===== config.mk =====
export PLATFORM = sky130hd
export DESIGN_NAME = line_fetch_sched_flat
export DESIGN_NICKNAME = d
export VERILOG_FILES = /design/src/rtl/line_fetch_sched_if.sv /design/src/rtl/line_fetch_sched.sv /design/src/flat_wrapper.sv
export SDC_FILE = /design/constraint.sdc
export NUM_CORES = 1
export LEC_CHECK = 0
export BUFFER_PORTS_ARGS = -buffer_cell sky130_fd_sc_hd__buf_2
export CAP_MARGIN = 10
export CORE_UTILIZATION = 50
export DETAILED_ROUTE_END_ITERATION = 16
export HOLD_SLACK_MARGIN = 0.02
export PLACE_DENSITY = 0.79
export SLEW_MARGIN = 0
export SYNTH_ARGS = -nofsm -noshare
export SYNTH_HDL_FRONTEND = slang
export SYNTH_SLANG_ARGS = --single-unit

===== constraint.sdc =====
create_clock -name CLK_i -period 1.9 [get_ports CLK_i]
set_input_delay 0.285 -clock CLK_i [delete_from_list [all_inputs] [get_ports CLK_i]]
set_output_delay 0.285 -clock CLK_i [all_outputs]
set_load 0.01 [all_outputs]

===== src/rtl/line_fetch_sched_if.sv =====
// Bundle of every line_fetch_sched signal except clock and reset.
// Ports: video timing {HS,VS,DE}; host request/ack/read return; shared RAM port;
//        fetched-slot stream; line index and sticky overrun flag.
// slave = scheduler view, master = environment (timing gen, host, RAM, renderer) view.
interface line_fetch_sched_if #(
  parameter int AW = 12,
  parameter int DW = 16
);
  logic [2:0]    VID_HVD_i;
  logic          HOST_REQ_i;
  logic          HOST_WE_i;
  logic [AW-1:0] HOST_ADDR_i;
  logic [DW-1:0] HOST_WDATA_i;
  logic          HOST_ACK_o;
  logic          HOST_RVLD_o;
  logic [DW-1:0] HOST_RDATA_o;
  logic          RAM_CE_o;
  logic          RAM_WE_o;
  logic [AW-1:0] RAM_ADDR_o;
  logic [DW-1:0] RAM_WDATA_o;
  logic [DW-1:0] RAM_RDATA_i;
  logic          FETCH_VLD_o;
  logic [DW-1:0] FETCH_DATA_o;
  logic [5:0]    FETCH_IDX_o;
  logic [9:0]    LINE_o;
  logic          OVR_o;

  modport slave (
    input  VID_HVD_i, HOST_REQ_i, HOST_WE_i, HOST_ADDR_i, HOST_WDATA_i, RAM_RDATA_i,
    output HOST_ACK_o, HOST_RVLD_o, HOST_RDATA_o,
    output RAM_CE_o, RAM_WE_o, RAM_ADDR_o, RAM_WDATA_o,
    output FETCH_VLD_o, FETCH_DATA_o, FETCH_IDX_o, LINE_o, OVR_o
  );

  modport master (
    output VID_HVD_i, HOST_REQ_i, HOST_WE_i, HOST_ADDR_i, HOST_WDATA_i, RAM_RDATA_i,
    input  HOST_ACK_o, HOST_RVLD_o, HOST_RDATA_o,
    input  RAM_CE_o, RAM_WE_o, RAM_ADDR_o, RAM_WDATA_o,
    input  FETCH_VLD_o, FETCH_DATA_o, FETCH_IDX_o, LINE_o, OVR_o
  );
endinterface


===== src/rtl/line_fetch_sched.sv =====
// Shares one RAM port between per-line NSLOT-read bursts (VS rise / DE fall) and host accesses.
// Latency: RAM_* registered 1 cycle after trigger/request decision; read returns 2 cycles after RAM_CE_o.
// Backpressure: none downstream; host holds HOST_REQ_i while a burst owns the port, overlapping triggers set OVR_o.
// Ports: CLK_i, RST_i (sync, active-high) plain; bus (slave modport) carries all other signals.
module line_fetch_sched #(
  parameter int NSLOT = 16,
  parameter int AW    = 12,
  parameter int DW    = 16
) (
  input  logic              CLK_i,
  input  logic              RST_i,
  line_fetch_sched_if.slave bus
);
  localparam logic [5:0] LAST_SLOT = 6'(NSLOT - 1);

  typedef enum logic {S_IDLE = 1'b0, S_FETCH = 1'b1} state_t;

  state_t        r_state, w_state_nxt;
  logic          r_prev_vs, r_prev_de;
  logic          w_vs, w_de, w_vs_rise, w_de_fall, w_trig;
  logic          w_unused_hs;
  logic [AW-1:0] r_addr, w_addr_nxt;
  logic [5:0]    r_slot, w_slot_nxt;
  logic [9:0]    r_line, w_line_nxt;
  logic          r_ovr, w_ovr_nxt;

  // Access chosen this cycle; registered onto the RAM port at the next edge.
  logic          w_iss_ce, w_iss_we, w_iss_fetch, w_iss_host;
  logic [AW-1:0] w_iss_addr;
  logic [DW-1:0] w_iss_wdata;

  // Tag stage 0 travels with the registered RAM command; stage 1 lines up
  // with RAM_RDATA_i one cycle later.
  logic          r_t0_fetch, r_t0_hrd, r_t1_fetch, r_t1_hrd;
  logic [5:0]    r_t0_slot, r_t1_slot;

  logic          r_ram_ce, r_ram_we;
  logic [AW-1:0] r_ram_addr;
  logic [DW-1:0] r_ram_wdata;
  logic          r_host_ack, r_host_rvld;
  logic [DW-1:0] r_host_rdata;
  logic          r_fetch_vld;
  logic [DW-1:0] r_fetch_data;
  logic [5:0]    r_fetch_idx;

  assign w_unused_hs = bus.VID_HVD_i[2];
  assign w_vs        = bus.VID_HVD_i[1];
  assign w_de        = bus.VID_HVD_i[0];
  assign w_vs_rise   = w_vs & ~r_prev_vs;
  assign w_de_fall   = r_prev_de & ~w_de;
  assign w_trig      = w_vs_rise | w_de_fall;

  always_comb begin
    w_state_nxt = r_state;
    w_addr_nxt  = r_addr;
    w_slot_nxt  = r_slot;
    w_line_nxt  = r_line;
    w_ovr_nxt   = r_ovr;
    w_iss_ce    = 1'b0;
    w_iss_we    = 1'b0;
    w_iss_fetch = 1'b0;
    w_iss_host  = 1'b0;
    w_iss_addr  = '0;
    w_iss_wdata = '0;
    case (r_state)
      S_IDLE: begin
        if (w_trig) begin
          // Fetch wins over a pending host request; VS rise wins over DE fall.
          w_state_nxt = S_FETCH;
          w_slot_nxt  = 6'd0;
          if (w_vs_rise) begin
            w_addr_nxt = '0;
            w_line_nxt = 10'd0;
          end else begin
            w_line_nxt = r_line + 10'd1;
          end
        end else if (bus.HOST_REQ_i) begin
          w_iss_ce    = 1'b1;
          w_iss_host  = 1'b1;
          w_iss_we    = bus.HOST_WE_i;
          w_iss_addr  = bus.HOST_ADDR_i;
          w_iss_wdata = bus.HOST_WDATA_i;
        end
      end
      S_FETCH: begin
        w_iss_ce    = 1'b1;
        w_iss_fetch = 1'b1;
        w_iss_addr  = r_addr;
        w_addr_nxt  = r_addr + AW'(1);
        w_slot_nxt  = r_slot + 6'd1;
        if (r_slot == LAST_SLOT) begin
          w_state_nxt = S_IDLE;
        end
        // A trigger landing inside a burst is dropped entirely; only flagged.
        if (w_trig) begin
          w_ovr_nxt = 1'b1;
        end
      end
      default: w_state_nxt = S_IDLE;
    endcase
  end

  always_ff @(posedge CLK_i) begin
    if (RST_i) begin
      r_state      <= S_IDLE;
      r_prev_vs    <= 1'b0;
      r_prev_de    <= 1'b0;
      r_addr       <= '0;
      r_slot       <= 6'd0;
      r_line       <= 10'd0;
      r_ovr        <= 1'b0;
      r_ram_ce     <= 1'b0;
      r_ram_we     <= 1'b0;
      r_ram_addr   <= '0;
      r_ram_wdata  <= '0;
      r_host_ack   <= 1'b0;
      r_t0_fetch   <= 1'b0;
      r_t0_hrd     <= 1'b0;
      r_t0_slot    <= 6'd0;
      r_t1_fetch   <= 1'b0;
      r_t1_hrd     <= 1'b0;
      r_t1_slot    <= 6'd0;
      r_fetch_vld  <= 1'b0;
      r_fetch_data <= '0;
      r_fetch_idx  <= 6'd0;
      r_host_rvld  <= 1'b0;
      r_host_rdata <= '0;
    end else begin
      r_state     <= w_state_nxt;
      r_prev_vs   <= w_vs;
      r_prev_de   <= w_de;
      r_addr      <= w_addr_nxt;
      r_slot      <= w_slot_nxt;
      r_line      <= w_line_nxt;
      r_ovr       <= w_ovr_nxt;
      r_ram_ce    <= w_iss_ce;
      r_ram_we    <= w_iss_we;
      r_ram_addr  <= w_iss_addr;
      r_ram_wdata <= w_iss_wdata;
      r_host_ack  <= w_iss_host;
      r_t0_fetch  <= w_iss_fetch;
      r_t0_hrd    <= w_iss_host & ~w_iss_we;
      r_t0_slot   <= w_iss_fetch ? r_slot : 6'd0;
      r_t1_fetch  <= r_t0_fetch;
      r_t1_hrd    <= r_t0_hrd;
      r_t1_slot   <= r_t0_slot;
      r_fetch_vld <= r_t1_fetch;
      r_host_rvld <= r_t1_hrd;
      // Data/index registers hold their last value between returns.
      if (r_t1_fetch) begin
        r_fetch_data <= bus.RAM_RDATA_i;
        r_fetch_idx  <= r_t1_slot;
      end
      if (r_t1_hrd) begin
        r_host_rdata <= bus.RAM_RDATA_i;
      end
    end
  end

  assign bus.RAM_CE_o     = r_ram_ce;
  assign bus.RAM_WE_o     = r_ram_we;
  assign bus.RAM_ADDR_o   = r_ram_addr;
  assign bus.RAM_WDATA_o  = r_ram_wdata;
  assign bus.HOST_ACK_o   = r_host_ack;
  assign bus.HOST_RVLD_o  = r_host_rvld;
  assign bus.HOST_RDATA_o = r_host_rdata;
  assign bus.FETCH_VLD_o  = r_fetch_vld;
  assign bus.FETCH_DATA_o = r_fetch_data;
  assign bus.FETCH_IDX_o  = r_fetch_idx;
  assign bus.LINE_o       = r_line;
  assign bus.OVR_o        = r_ovr;
endmodule


===== src/flat_wrapper.sv =====
// flat-port wrapper written by rule: the top's interface ports become plain ports
module line_fetch_sched_flat 
#(
  parameter int NSLOT = 16,
  parameter int AW    = 12,
  parameter int DW    = 16
)
  (CLK_i, RST_i, bus_VID_HVD_i, bus_HOST_REQ_i, bus_HOST_WE_i, bus_HOST_ADDR_i, bus_HOST_WDATA_i, bus_RAM_RDATA_i, bus_HOST_ACK_o, bus_HOST_RVLD_o, bus_HOST_RDATA_o, bus_RAM_CE_o, bus_RAM_WE_o, bus_RAM_ADDR_o, bus_RAM_WDATA_o, bus_FETCH_VLD_o, bus_FETCH_DATA_o, bus_FETCH_IDX_o, bus_LINE_o, bus_OVR_o);
  line_fetch_sched_if #(.AW(AW), .DW(DW)) bus_i ();
  input  logic CLK_i;
  input  logic RST_i;
  input wire logic [$bits(bus_i.VID_HVD_i)-1:0] bus_VID_HVD_i;
  input wire logic [$bits(bus_i.HOST_REQ_i)-1:0] bus_HOST_REQ_i;
  input wire logic [$bits(bus_i.HOST_WE_i)-1:0] bus_HOST_WE_i;
  input wire logic [$bits(bus_i.HOST_ADDR_i)-1:0] bus_HOST_ADDR_i;
  input wire logic [$bits(bus_i.HOST_WDATA_i)-1:0] bus_HOST_WDATA_i;
  input wire logic [$bits(bus_i.RAM_RDATA_i)-1:0] bus_RAM_RDATA_i;
  output wire logic [$bits(bus_i.HOST_ACK_o)-1:0] bus_HOST_ACK_o;
  output wire logic [$bits(bus_i.HOST_RVLD_o)-1:0] bus_HOST_RVLD_o;
  output wire logic [$bits(bus_i.HOST_RDATA_o)-1:0] bus_HOST_RDATA_o;
  output wire logic [$bits(bus_i.RAM_CE_o)-1:0] bus_RAM_CE_o;
  output wire logic [$bits(bus_i.RAM_WE_o)-1:0] bus_RAM_WE_o;
  output wire logic [$bits(bus_i.RAM_ADDR_o)-1:0] bus_RAM_ADDR_o;
  output wire logic [$bits(bus_i.RAM_WDATA_o)-1:0] bus_RAM_WDATA_o;
  output wire logic [$bits(bus_i.FETCH_VLD_o)-1:0] bus_FETCH_VLD_o;
  output wire logic [$bits(bus_i.FETCH_DATA_o)-1:0] bus_FETCH_DATA_o;
  output wire logic [$bits(bus_i.FETCH_IDX_o)-1:0] bus_FETCH_IDX_o;
  output wire logic [$bits(bus_i.LINE_o)-1:0] bus_LINE_o;
  output wire logic [$bits(bus_i.OVR_o)-1:0] bus_OVR_o;
  assign bus_i.VID_HVD_i = bus_VID_HVD_i;
  assign bus_i.HOST_REQ_i = bus_HOST_REQ_i;
  assign bus_i.HOST_WE_i = bus_HOST_WE_i;
  assign bus_i.HOST_ADDR_i = bus_HOST_ADDR_i;
  assign bus_i.HOST_WDATA_i = bus_HOST_WDATA_i;
  assign bus_i.RAM_RDATA_i = bus_RAM_RDATA_i;
  assign bus_HOST_ACK_o = bus_i.HOST_ACK_o;
  assign bus_HOST_RVLD_o = bus_i.HOST_RVLD_o;
  assign bus_HOST_RDATA_o = bus_i.HOST_RDATA_o;
  assign bus_RAM_CE_o = bus_i.RAM_CE_o;
  assign bus_RAM_WE_o = bus_i.RAM_WE_o;
  assign bus_RAM_ADDR_o = bus_i.RAM_ADDR_o;
  assign bus_RAM_WDATA_o = bus_i.RAM_WDATA_o;
  assign bus_FETCH_VLD_o = bus_i.FETCH_VLD_o;
  assign bus_FETCH_DATA_o = bus_i.FETCH_DATA_o;
  assign bus_FETCH_IDX_o = bus_i.FETCH_IDX_o;
  assign bus_LINE_o = bus_i.LINE_o;
  assign bus_OVR_o = bus_i.OVR_o;
  line_fetch_sched #(.NSLOT(NSLOT), .AW(AW), .DW(DW)) u_core (.CLK_i(CLK_i), .RST_i(RST_i), .bus(bus_i));
endmodule

==> impl_metrics.py, run 1 <==
metrics = {
    "clock_network": {
        "cts_tree": "built",
        "clockBufferDepth": 2,
        "cts_sinks": 119,
        "h-tree-depth": 4,
        "post_cts_buffers": 0,
        "cts_root_buffer": "clkbuf_8",
        "insertion_delay_ns": 0.50,
        "cts_buffers": 17,
        "cts_resized": 0,
        "clk_pin_slew_ns": 0.05,
    },
    "routing": {
        "wl_um": 9230,
        "wire_per_inst_um": 13.6,
        "drc": 0,
        "num_vias": 3387,
        "avgViaCountPerCell": 5.00,
        "dr.first_iter.drc_count": 108,
        "ant_nets": 0,
        "firstDrtPassIters": 4,
    },
    "critical_path": {
        "cp_cell_sequence": "dlygate4sd3_1 > buf_2 > nand2b_1 > a21o_1 > or4_1 > nand2_1",
        "slowest_stage": "dlygate4sd3_1",
        "worst-path-buf-inv": 2,
        "critPathMaxFanout": 8,
        "max_stage_delay_ns": 0.54,
        "criticalPathCategory": "input pin to flip-flop",
        "start_kind": "input pin",
        "crit_required_ns": 2.34,
        "critPathCaptureType": "flip-flop",
        "worst_ep_arrival_time_ns": 2.08,
        "critPathTopFamily": "simple AND/OR/NAND/NOR gates",
    },
    "yosys": {
        "syn_area_per_cell_um2": 10.5,
        "netlist_area_mm2": 0.00415,
        "syn_nets": 449,
        "async_reset_ff_share_pct": 0,
        "synth_area_leaders": "dfxtp_1, mux2i_1, nor2_1",
        "synthFlopType": "dfxtp_1",
        "yosysUniqueCellTypes": 41,
        "ys_warn_count": 0,
        "yosys.area.top_type": "dfxtp_1",
        "synth_seq_cells": 119,
        "yosysSeqAreaShare_pct": 57.4,
        "syn_inst": 395,
        "synth-edff-count": 0,
        "synth_top_area_share_pct": 57.4,
    },
    "worst_hold_path": {
        "hp-class": "input pin to flip-flop",
    },
    "global_routing": {
        "antenna_found_initial": 0,
        "grt_usage_pct": 22.8,
        "grt_pass1_vias": 3381,
        "grt_overflow": 0,
        "grt_max_degree": 56,
        "grt_pass1_wl_um": 15300,
    },
    "power": {
        "clockPowerShare_pct": 53.7,
        "leakage_nw": 2.65,
        "swShare_pct": 19.5,
        "power_mw": 6.32,
        "p_sw_mw": 1.23,
        "seq_power_share_pct": 40.8,
        "combPwrFrac_pct": 5.5,
        "internal-power_mw": 5.09,
        "ir_worst_vdd_mv": 0.685,
        "pwr_density_cell_mw_per_mm2": 1080,
    },
    "sta": {
        "slew_viol_final": 0,
        "timing.fmax_ghz": 0.610,
        "max_slew_margin_pct": 64.1,
        "finalCritPeriodShare_pct": 86.3,
        "period_minus_slack_ns": 1.64,
        "worstMarginPinSlew_ns": 0.539,
        "fin_skew_ns": 0.0101,
        "rsz0062_at_grt": "no",
        "setup_tns_ns": 0,
        "final_hold_viol_count": 0,
        "finalSetupViolCount": 0,
    },
    "place": {
        "dpl_cell_area_mm2": 0.00492,
        "hpwl_um": 6050,
        "portBuffers": 131,
        "gp_congestion": 0.805,
    },
    "finish": {
        "mostFrequentLayoutCells": "buf_2, dfxtp_1, nor2_1, mux2i_1, dlygate4sd3_1",
        "final_area_mm2": 0.00588,
        "fin_nets": 618,
        "final_common_cell": "buf_2",
        "area_growth_pct": 41.7,
        "antenna_cells": 0,
        "layout-drive-gt1-share_pct": 31.9,
    },
    "flow_run": {
        "timing.max_cap.violations": 0,
    },
    "die": {
        "io_pins": 133,
        "num_rows": 32,
        "initial_core_util_pct": 52.6,
        "die_area_mm2": 0.00866,
        "coreArea_mm2": 0.00789,
        "die_y_um": 93.1,
        "fp.dieW_um": 93.1,
    },
    "status": {
        "status": "completed",
    },
}
power groups by stage:
stage          Combinational, mW  Sequential (mW)  Clock [mW]
6_report                   0.350             2.58        3.39
5_1_grt                    0.384             2.58        3.58
4_1_cts                    0.349             2.58        3.45
3_5_place_dp               0.297             2.63           0
3_3_place_gp               0.291             2.63           0
2_1_floorplan              0.149             2.64           0
sequential cells by signal (all words and copies together) (netlist names), 6 cells and up:
signal,count
u_core.bus.FETCH_DATA_o,16
u_core.bus.HOST_RDATA_o,16
u_core.bus.RAM_WDATA_o,16
u_core.bus.RAM_ADDR_o,12
u_core.r_addr,12
u_core.bus.LINE_o,10
u_core.bus.FETCH_IDX_o,6
u_core.r_slot,6
u_core.r_t0_slot,6
u_core.r_t1_slot,6
cells in the mapped netlist (4+ instances only):
cell and n:
dfxtp_1 119, nor2_1 55, mux2i_1 41, and2_1 22, nand2_1 17, nor2b_1 16, a22o_1 12, a21oi_1 11
nand3_1 10, buf_2 9, clkbuf_1 9, nand4_1 6, nor3_1 6, o211ai_1 6, nand2b_1 5, or2_2 5
xnor2_1 5, and3_1 4
routing by layer:
metal / vias up / track usage [%] / wire, um
li1: 1688 / - / -
met4: 0 / 11.4 / 145
met1: 1571 / 26.3 / 4000
met5: - / 0 / 0
met2: 113 / 37.9 / 4520
met3: 15 / 7.32 / 558
stage by stage:
step / instances / util, % / hold WS (ns) / setup slack [ns]
5_1_grt: 678 / 74.5 / 0.0225 / 0.173
3_5_place_dp: 616 / 62.4 / 0.422 / 0.302
2_1_floorplan: 395 / - / 0.364 / 0.396
4_1_cts: 678 / 74.5 / 0.0207 / 0.293
3_3_place_gp: 616 / 62.4 / 0.419 / 0.338
6_report: 678 / 74.5 / 0.0377 / 0.260
cell type report:
class	instances	area, um2
Sequential cell	119	2380
Fill cell	551	2010
Multi-Input combinational cell	251	1650
Timing Repair Buffer	174	1070
Clock buffer	24	510
Clock inverter	7	138
Tap cell	102	128
Inverter	1	3.75
timing repair:
item                       4_1_cts  5_1_grt
hold endpoints to repair        32        0
hold buffers                    31        0
setup endpoints to repair        0        0
tightest hold or removal path, delay by kind of cell:
| kind | cells | cell delay (ns) |
|---|---|---|
| buffers and inverters | 1 | 0.09 |
| muxes | 1 | 0.06 |
| and+or+nand+nor | 1 | 0.07 |
worst paths after layout:
check / slack (ns) / endpoint / startpoint / cells after the start
setup / recovery: 0.26 / u_core.bus.LINE_o[2] / bus_VID_HVD_i[0] / 6
hold / removal: 0.04 / u_core.bus.FETCH_DATA_o[12] / bus_RAM_RDATA_i[12] / 3
setup reg to reg: 0.27 / u_core.r_addr[7] / u_core.r_state / 4
hold reg to reg: 0.43 / u_core.r_t1_slot[1] / u_core.r_t0_slot[1] / 1
cell families after synthesis:
group,Yosys count,synth area share [%]
and+or+nand+nor,157,19.6
DFF,119,57.4
muxes,43,10.4
AOI/OAI and AO/OA,40,7.03
buffers and inverters,25,2.90
xor gates and xnor gates,8,1.69
adders and majority gates,3,0.905
Note: power is estimated with default switching activity, not from simulation.
==> run 2: changes to the inputs <==
- HOLD_SLACK_MARGIN: 0.02 -> 0.05
==> impl_metrics.py, run 2 (synthesis gave the netlist of run 1 again) <==
metrics = {
    "status": {
        "status": "completed",
    },
    "die": {
        "die_y_um": 93.1,
        "io_pins": 133,
        "coreArea_mm2": 0.00789,
        "fp.dieW_um": 93.1,
        "initial_core_util_pct": 52.6,
        "die_area_mm2": 0.00866,
        "num_rows": 32,
    },
    "critical_path": {
        "max_stage_delay_ns": 0.54,
        "criticalPathCategory": "input pin to flip-flop",
        "slowest_stage": "dlygate4sd3_1",
        "crit_required_ns": 2.34,
        "critPathMaxFanout": 8,
        "worst_ep_arrival_time_ns": 2.08,
        "cp_cell_sequence": "dlygate4sd3_1 > buf_2 > nand2b_1 > a21o_1 > or4_1 > nand2_1",
        "critPathCaptureType": "flip-flop",
        "start_kind": "input pin",
    },
    "sta": {
        "worstMarginPinSlew_ns": 0.549,
        "slew_viol_final": 0,
        "final_hold_viol_count": 0,
        "finalCritPeriodShare_pct": 86.3,
        "timing.fmax_ghz": 0.610,
        "finalSetupViolCount": 0,
        "period_minus_slack_ns": 1.64,
        "setup_tns_ns": 0,
        "fin_skew_ns": 0.00546,
        "max_slew_margin_pct": 63.4,
        "rsz0062_at_grt": "no",
    },
    "place": {
        "portBuffers": 131,
        "hpwl_um": 6050,
        "gp_congestion": 0.805,
        "dpl_cell_area_mm2": 0.00492,
    },
    "finish": {
        "layout-drive-gt1-share_pct": 31.1,
        "mostFrequentLayoutCells": "buf_2, dfxtp_1, nor2_1, dlygate4sd3_1, mux2i_1",
        "final_area_mm2": 0.00603,
        "final_core_util_pct": 76.4,
        "fillers": 525,
        "final_common_cell": "buf_2",
        "area_growth_pct": 45.3,
        "fin_nets": 633,
        "multi_input_area_mm2": 0.00165,
        "antenna_cells": 0,
        "seqCellArea_mm2": 0.00238,
    },
    "flow_run": {
        "timing.max_cap.violations": 0,
    },
    "clock_network": {
        "cts_tree": "built",
        "post_cts_buffers": 0,
        "insertion_delay_ns": 0.50,
        "clk_pin_slew_ns": 0.05,
        "cts_buffers": 17,
        "cts_sinks": 119,
        "clockBufferDepth": 2,
        "cts_root_buffer": "clkbuf_8",
        "h-tree-depth": 4,
        "cts_resized": 0,
        "hold_buffers": 46,
    },
    "global_routing": {
        "antenna_found_initial": 0,
        "grt_overflow": 0,
        "grt_pass1_vias": 3488,
        "grt_usage_pct": 23.5,
        "grt_pass1_wl_um": 15800,
        "grt_max_degree": 56,
    },
    "power": {
        "combPwrFrac_pct": 5.9,
        "pwr_density_cell_mw_per_mm2": 1050,
        "p_sw_mw": 1.24,
        "leakage_nw": 2.72,
        "swShare_pct": 19.5,
        "internal-power_mw": 5.11,
        "seq_power_share_pct": 40.6,
        "ir_worst_vdd_mv": 0.690,
        "clockPowerShare_pct": 53.5,
    },
    "routing": {
        "firstDrtPassIters": 4,
        "wire_per_inst_um": 13.8,
        "drc": 0,
        "wl_um": 9560,
        "avgViaCountPerCell": 5.00,
        "ant_nets": 0,
        "dr.first_iter.drc_count": 118,
        "num_vias": 3466,
    },
    "worst_hold_path": {
        "hp-class": "input pin to flip-flop",
    },
}
## run 2: changes by cell type in the layout (fill, tap and decap cells not counted), sizes merged
| cell | delta |
|---|---|
| dlygate4sd3 | +15 |
## run 2: critical path: cells and delay by family
family	cells	cell delay (ns)
AO/OA/AOI/OAI	1	0.34
buffers and inverters	2	0.67
AND/OR/NAND/NOR	3	0.79
## run 2: area by class of cell
type                       instances  area share (%)
sequential                       119            39.5
multi-input combinational        251            27.3
timing repair buffer             189            20.2
clock buffer                      24            8.47
clock inverter                     7            2.28
tap                              102            2.12
inverter                           1          0.0623
## run 2: metal layers
metal  track usage (%)  share of wire (%)  vias up
met5                 0                  0        -
met4              12.2                2.2        0
met3              7.15                5.5       20
met2              40.0                 50      117
met1              26.6                 43     1618
li1                  -                  -     1711
## run 2: power by group through the flow
stage / clock [mW] / sequential, mW / combinational (mW)
4_1_cts: 3.45 / 2.58 / 0.373
5_1_grt: 3.58 / 2.58 / 0.411
6_report: 3.40 / 2.58 / 0.375
3_3_place_gp: 0 / 2.63 / 0.291
3_5_place_dp: 0 / 2.63 / 0.297
2_1_floorplan: 0 / 2.64 / 0.149
## run 2: final timing paths
check	startpoint	slack, ns	depth (start not counted)	to
worst min-delay path	bus_VID_HVD_i[1]	0.07	2	u_core.r_prev_vs
worst max register to register	u_core.r_state	0.27	4	u_core.r_addr[7]
worst min register to register	u_core.r_t0_slot[1]	0.43	1	u_core.r_t1_slot[1]
worst max-delay path	bus_VID_HVD_i[0]	0.26	6	u_core.bus.LINE_o[2]
## run 2: metrics by stage
stage                     power (mW)  worst slack (ns)  instances  hold WS, ns
final                           6.35             0.261        693       0.0710
after global routing            6.57             0.173        693       0.0614
after CTS                       6.40             0.293        693       0.0633
after detailed placement        2.93             0.302        616        0.422
after global placement          2.92             0.338        616        0.419
after floorplan                 2.79             0.396        395        0.364
